<file path="src/rtl/screen_pixel_fetch.sv">
// screen_pixel_fetch
// Turns the display controller's pixel strobes into 1-bpp screen-memory reads
// and an RGB565 colour per pixel. The screen window sits inside the raster;
// anything outside it is drawn in the border colour. One word is prefetched
// ahead of the word currently being shifted out.
//
// Fetch FSM states:
//   state    | meaning
//   ---------+----------------------------------------------------------
//   ST_IDLE  | waiting for the prefetch slot to empty on an active row
//   ST_REQ   | mem_rd asserted with mem_addr = next word address
//   ST_CAP   | mem_data valid; latch it into the prefetch slot
module screen_pixel_fetch #(
  parameter int          H_ACTIVE = 640,
  parameter int          V_ACTIVE = 480,
  parameter int          WIN_X    = 64,
  parameter int          WIN_Y    = 112,
  parameter int          WIN_W    = 512,
  parameter int          WIN_H    = 256,
  parameter logic [15:0] FG       = 16'h0000,
  parameter logic [15:0] BG       = 16'hFFFF,
  parameter logic [15:0] BORDER   = 16'h001F
) (
  input  logic        clock,
  input  logic        reset,
  input  logic        pix_stb,
  input  logic [23:0] pix_addr,
  output logic [12:0] mem_addr,
  output logic        mem_rd,
  input  logic [15:0] mem_data,
  output logic [15:0] color,
  output logic        underrun
);

  localparam logic [9:0] H_MAX = 10'(H_ACTIVE - 1);
  localparam logic [9:0] V_MAX = 10'(V_ACTIVE - 1);
  localparam logic [9:0] X_LO  = 10'(WIN_X);
  localparam logic [9:0] X_HI  = 10'(WIN_X + WIN_W);
  localparam logic [9:0] Y_LO  = 10'(WIN_Y);
  localparam logic [9:0] Y_HI  = 10'(WIN_Y + WIN_H);
  localparam logic [5:0] WORDS = 6'(WIN_W / 16);

  typedef enum logic [1:0] {
    ST_IDLE = 2'd0,
    ST_REQ  = 2'd1,
    ST_CAP  = 2'd2
  } state_t;

  state_t      state_q, state_d;
  logic [9:0]  col_q, col_d;
  logic [9:0]  row_q, row_d;
  logic [12:0] next_addr_q, next_addr_d;
  logic [15:0] next_word_q, next_word_d;
  logic        next_valid_q, next_valid_d;
  logic [15:0] cur_word_q, cur_word_d;
  // words still to fetch on the current row; zero means no active row
  logic [5:0]  words_left_q, words_left_d;
  logic [15:0] color_q, color_d;
  logic        underrun_q, underrun_d;

  logic [9:0]  pos_col, pos_row;
  logic [9:0]  hy;
  logic [3:0]  hx_lo;
  logic        row_in, in_win;
  logic        row_start, row_clear, transfer;
  logic [15:0] eff_word, pix_word;
  logic        pix_bit;

  // Position of the pixel being strobed: resync at address 0, else advance raster.
  always_comb begin
    pos_col = col_q;
    pos_row = row_q;
    if (pix_addr == 24'd0) begin
      pos_col = '0;
      pos_row = '0;
    end else if (col_q == H_MAX) begin
      pos_col = '0;
      pos_row = (row_q == V_MAX) ? '0 : row_q + 10'd1;
    end else begin
      pos_col = col_q + 10'd1;
    end
  end

  // Window decode and the pixel bit selected from the current or incoming word.
  always_comb begin
    row_in    = (pos_row >= Y_LO) && (pos_row < Y_HI);
    in_win    = row_in && (pos_col >= X_LO) && (pos_col < X_HI);
    hy        = pos_row - Y_LO;
    hx_lo     = 4'(pos_col - X_LO);
    row_start = pix_stb && (pos_col == 10'd0) && row_in;
    row_clear = pix_stb && (pos_col == 10'd0) && !row_in;
    transfer  = pix_stb && in_win && (hx_lo == 4'd0);
    // an empty prefetch slot at a word boundary yields a blank word
    eff_word  = next_valid_q ? next_word_q : 16'h0000;
    pix_word  = (hx_lo == 4'd0) ? eff_word : cur_word_q;
    pix_bit   = pix_word[hx_lo];
  end

  // Fetch FSM next state: one read per empty slot while the row has words left.
  always_comb begin
    state_d = state_q;
    case (state_q)
      ST_IDLE: if (!next_valid_q && (words_left_q != 6'd0)) state_d = ST_REQ;
      ST_REQ:  state_d = ST_CAP;
      ST_CAP:  state_d = ST_IDLE;
      default: state_d = ST_IDLE;
    endcase
  end

  // Datapath next values: position, prefetch slot, word handover, colour.
  always_comb begin
    col_d        = col_q;
    row_d        = row_q;
    next_addr_d  = next_addr_q;
    next_word_d  = next_word_q;
    next_valid_d = next_valid_q;
    cur_word_d   = cur_word_q;
    words_left_d = words_left_q;
    color_d      = color_q;
    underrun_d   = underrun_q;

    if (pix_stb) begin
      col_d   = pos_col;
      row_d   = pos_row;
      color_d = in_win ? (pix_bit ? FG : BG) : BORDER;
    end

    if (transfer) begin
      cur_word_d   = eff_word;
      next_valid_d = 1'b0;
      next_addr_d  = next_addr_q + 13'd1;
      if (!next_valid_q) underrun_d = 1'b1;
    end

    // a completing fetch refills the slot even if a handover emptied it this cycle
    if (state_q == ST_CAP) begin
      next_word_d  = mem_data;
      next_valid_d = 1'b1;
      words_left_d = words_left_q - 6'd1;
    end

    // row start overrides a same-cycle capture; that data belongs to the old row
    if (row_start) begin
      next_addr_d  = 13'(hy) * 13'(WORDS);
      next_valid_d = 1'b0;
      words_left_d = WORDS;
    end else if (row_clear) begin
      next_valid_d = 1'b0;
      words_left_d = 6'd0;
    end
  end

  // State and datapath registers with synchronous reset.
  always_ff @(posedge clock) begin
    if (reset) begin
      state_q      <= ST_IDLE;
      col_q        <= '0;
      row_q        <= '0;
      next_addr_q  <= '0;
      next_word_q  <= '0;
      next_valid_q <= 1'b0;
      cur_word_q   <= '0;
      words_left_q <= '0;
      color_q      <= '0;
      underrun_q   <= 1'b0;
    end else begin
      state_q      <= state_d;
      col_q        <= col_d;
      row_q        <= row_d;
      next_addr_q  <= next_addr_d;
      next_word_q  <= next_word_d;
      next_valid_q <= next_valid_d;
      cur_word_q   <= cur_word_d;
      words_left_q <= words_left_d;
      color_q      <= color_d;
      underrun_q   <= underrun_d;
    end
  end

  assign mem_rd   = (state_q == ST_REQ);
  assign mem_addr = next_addr_q;
  assign color    = color_q;
  assign underrun = underrun_q;

endmodule

</file>
<file path="config.mk">
export PLATFORM = sky130hd
export DESIGN_NAME = screen_pixel_fetch
export DESIGN_NICKNAME = d
export VERILOG_FILES = /design/src/rtl/screen_pixel_fetch.sv
export SDC_FILE = /design/constraint.sdc
export NUM_CORES = 1
export LEC_CHECK = 0
export ABC_CLOCK_PERIOD_IN_PS = 9200
export CAP_MARGIN = 30
export CORE_ASPECT_RATIO = 1.75
export CORE_MARGIN = 4
export CORE_UTILIZATION = 45
export CTS_CLUSTER_SIZE = 30
export DETAILED_ROUTE_END_ITERATION = 16
export PLACE_DENSITY = 0.7
export SETUP_SLACK_MARGIN = 0.02
export SYNTH_ARGS = -nofsm -noshare
export SYNTH_HDL_FRONTEND = slang
export SYNTH_SLANG_ARGS = --single-unit
</file>
<file path="constraint.sdc">
create_clock -name clock -period 9.2 [get_ports clock]
set_input_delay 0.92 -clock clock [delete_from_list [all_inputs] [get_ports clock]]
set_output_delay 0.92 -clock clock [all_outputs]
set_load 0.005 [all_outputs]
</file>
==> results.sh <==
export IMPL_top_usage_layer="met2"
export IMPL_slowest_stage="dfxtp_1"
export IMPL_p_sw_share_pct=24.60
export IMPL_die_w_um=81.45
export IMPL_overflow=0
export IMPL_grt_max_degree=61
export IMPL_p_leak_nw=1.678
export IMPL_gr_usage_met1_pct=21.19
export IMPL_drv_slew=0
export IMPL_post_route_min_period_ns=4.869
export IMPL_timing_critical_path_mode_cell="ha_1"
export IMPL_synth_cell_types=57
export IMPL_fin_tns_setup_ns=0
export IMPL_yosys_area_top_type="dfxtp_1"
export IMPL_grtUsageMet2_pct=36.48
export IMPL_cts_buffers=9
export IMPL_num_vias=4149
export IMPL_gp_congestion=0.9360
export IMPL_antenna_found_initial=0
export IMPL_synth_edf_count=0
export IMPL_fp_dieH_um=136.5
export IMPL_fp_row_count=46
export IMPL_cts_resized_gates=0
export IMPL_hold_viol=0
export IMPL_utilization_pct=56.39
export IMPL_cp_arrival_ns=5.14
export IMPL_status="complete, no violations"
export IMPL_area_growth_pct=21.47
export IMPL_viasPerCell=5.779
export IMPL_clockPowerShare_pct=42.8
export IMPL_die_area_um2=11120
export IMPL_drt_total_wl_mm=10.62
export IMPL_end_kind="register"
export IMPL_timing_final_crit_share_pct=52.92
export IMPL_htreeDepth=3
export IMPL_synthCells=557
export IMPL_fin_worst_skew_ns=0.007950
export IMPL_path_class="reg2reg"
export IMPL_num_antenna_cells=0
export IMPL_final_common_cell="nand2_1"
export IMPL_grt_pass1_wl_mm=17.63
export IMPL_worst_endpoint_required_ns=9.47
export IMPL_clock_path_buffers=2
export IMPL_yosys_register_bits=77
export IMPL_async_reset_ff_share_pct=0
export IMPL_finalSetupViolations=0
export IMPL_grtUsageTotal_pct=20.01
export IMPL_rsz0062_at_grt="no"
export IMPL_dr_pass1_iters=5
export IMPL_max_freq_ghz=0.2054
export IMPL_critical_path_max_stage_delay_ns=0.75
export IMPL_ys_flop_type="dfxtp_1"
export IMPL_worst_setup_path_start_kind="register"
export IMPL_cap_violations=0
export IMPL_start_util_pct=46.42
export IMPL_layout_common_cells="nand2_1, dfxtp_1, clkdlybuf4s50_1"
export IMPL_seqPwrFrac_pct=46.5
export IMPL_grt_pass1_vias=3884
export IMPL_synth_seq_area_share_pct=36.29
export IMPL_synth_area_top_cells="dfxtp_1, a21oi_1, nand2_1, nand3_1, nor2_1"
export IMPL_max_slew_margin_pct=39.95
export IMPL_ys_warn_count=0
export IMPL_cts_root_buf="clkbuf_16"
export IMPL_cp_max_fo=32
export IMPL_p_comb_share_pct=10.7
export IMPL_intPower_uw=574.9
export IMPL_crit_chain="ha_1 -> nand4_1 -> or3_1 -> nor2_1 -> nand2_1 -> a21oi_1 -> ha_1 -> nand3_1 -> a311o_1 -> a21o_1 -> or4_1 -> a31oi_1"
export IMPL_drtAntennaViolNets=0
export IMPL_synth_top_area_share_pct=36.29
export IMPL_synth_area_um2=4248
export IMPL_peakVddDrop_uv=141.3
export IMPL_clk_pin_slew_ns=0.06
export IMPL_drive_gt1_share_pct=4.849
export IMPL_cts_tree="built"
export IMPL_port_buffers=73
export IMPL_drc_errors=0
export IMPL_wl_per_cell_um=14.80
export IMPL_drt_initial_drc_count=246
export IMPL_insertion_delay_ns=0.34
export IMPL_hold_class="reg2reg"
export IMPL_core_area_um2=9151
export IMPL_reg2reg_slack_ns=4.33
export IMPL_p_switching_uw=187.6
export IMPL_powerDensity_nw_per_um2=147.8
export IMPL_worst_pin_slew_ns=0.9007
export IMPL_cts_sinks=77
export IMPL_syn_nets=606
export IMPL_cts_post_setup_buffers_inserted=0
export IMPL_syn_avg_cell_area_um2=7.626
export IMPL_pin_count=74
export IMPL_hold_buffers=0
export IMPL_dp_hpwl_mm=7.789
export IMPL_fin_nets=642
export IMPL_met3_usage_pct=3.953
synthesized netlist by cell type, types with 3 or more instances:
library cell,instances
nand4_1,9
nand2_1,84
nor3_1,11
nor2_1,41
clkbuf_1,27
mux2i_1,11
a211oi_1,9
a41oi_1,3
nand3_1,36
or4_1,4
and4_1,4
buf_4,15
inv_1,11
o211ai_1,5
a311o_1,4
xor2_1,7
a21oi_1,64
a31oi_1,7
xnor2_1,11
a32o_1,3
or3_1,9
dfxtp_1,77
nand2b_1,5
nor2b_1,5
buf_2,7
ha_1,6
o21a_1,3
nor4_1,13
o21ai_0,25
and2_1,4
critical path: cells and delay by family (launching register included):
kind            cells  cell delay [ns]
simple gates        6             2.02
compound gates      4             1.36
flops               1             0.75
fa+ha+maj           2             0.67
layer usage:
layer | part of all wire, % | routed length, µm | vias to the layer above
li1 | - | - | 2056
met1 | 39 | 4112 | 1944
met2 | 52 | 5548 | 122
met3 | 5.6 | 596 | 27
met4 | 3.5 | 367 | 0
met5 | 0 | 0 | -
stage by stage:
step	setup WS [ns]	cells	instance area [µm²]	power, mW	hold WS, ns
final	4.331	718	5160	0.7625	0.4498
after global routing	3.905	718	5160	0.7955	0.4633
after CTS	4.357	718	5160	0.7684	0.4513
after detailed placement	4.370	702	4882	0.4443	0.4446
after global placement	4.548	702	4882	0.4427	0.4386
after floorplan	5.505	557	4248	0.4099	0.4274
power by group through the flow:
| stage | Combinational, mW | Sequential, mW | Clock, mW |
|---|---|---|---|
| 2_1_floorplan | 0.0524 | 0.357 | 0 |
| 3_3_place_gp | 0.0811 | 0.362 | 0 |
| 3_5_place_dp | 0.0822 | 0.362 | 0 |
| 4_1_cts | 0.0825 | 0.355 | 0.331 |
| 5_1_grt | 0.0906 | 0.356 | 0.349 |
| 6_report | 0.0813 | 0.355 | 0.326 |
cells by family after synthesis:
group           count (synthesis)  synth area share [%]
flops                          77                 36.29
compound gates                138                 19.71
buf+inv                        64                 7.541
xor+xnor                       18                 3.711
mux                            12                 2.857
simple gates                  242                 28.13
fa+ha+maj                       6                 1.767
final timing paths:
check / endpoint / startpoint / depth (start not counted)
min: cur_word_q[9] / cur_word_q[9] / 2
min reg2reg: cur_word_q[9] / cur_word_q[9] / 2
max reg2reg: mem_addr[7] / col_q[0] / 12
max: mem_addr[7] / col_q[0] / 12
cell type report:
cell class / count / area [µm²]
Clock inverter: 6 / 38.79
Tap cell: 120 / 150.1
Sequential cell: 77 / 1541
Multi-Input combinational cell: 416 / 2386
Clock buffer: 10 / 239.0
Inverter: 11 / 41.29
Fill cell: 863 / 3991
Timing Repair Buffer: 78 / 763.2
state kept, by name, summed over array words and instances, names as in the netlist:
signal        flops
color             2
words_left_q      6
mem_addr         13
row_q            10
underrun          1
col_q            10
next_word_q      16
state_q           2
next_valid_q      1
cur_word_q       16
Power figures use the tool's default switching activity.
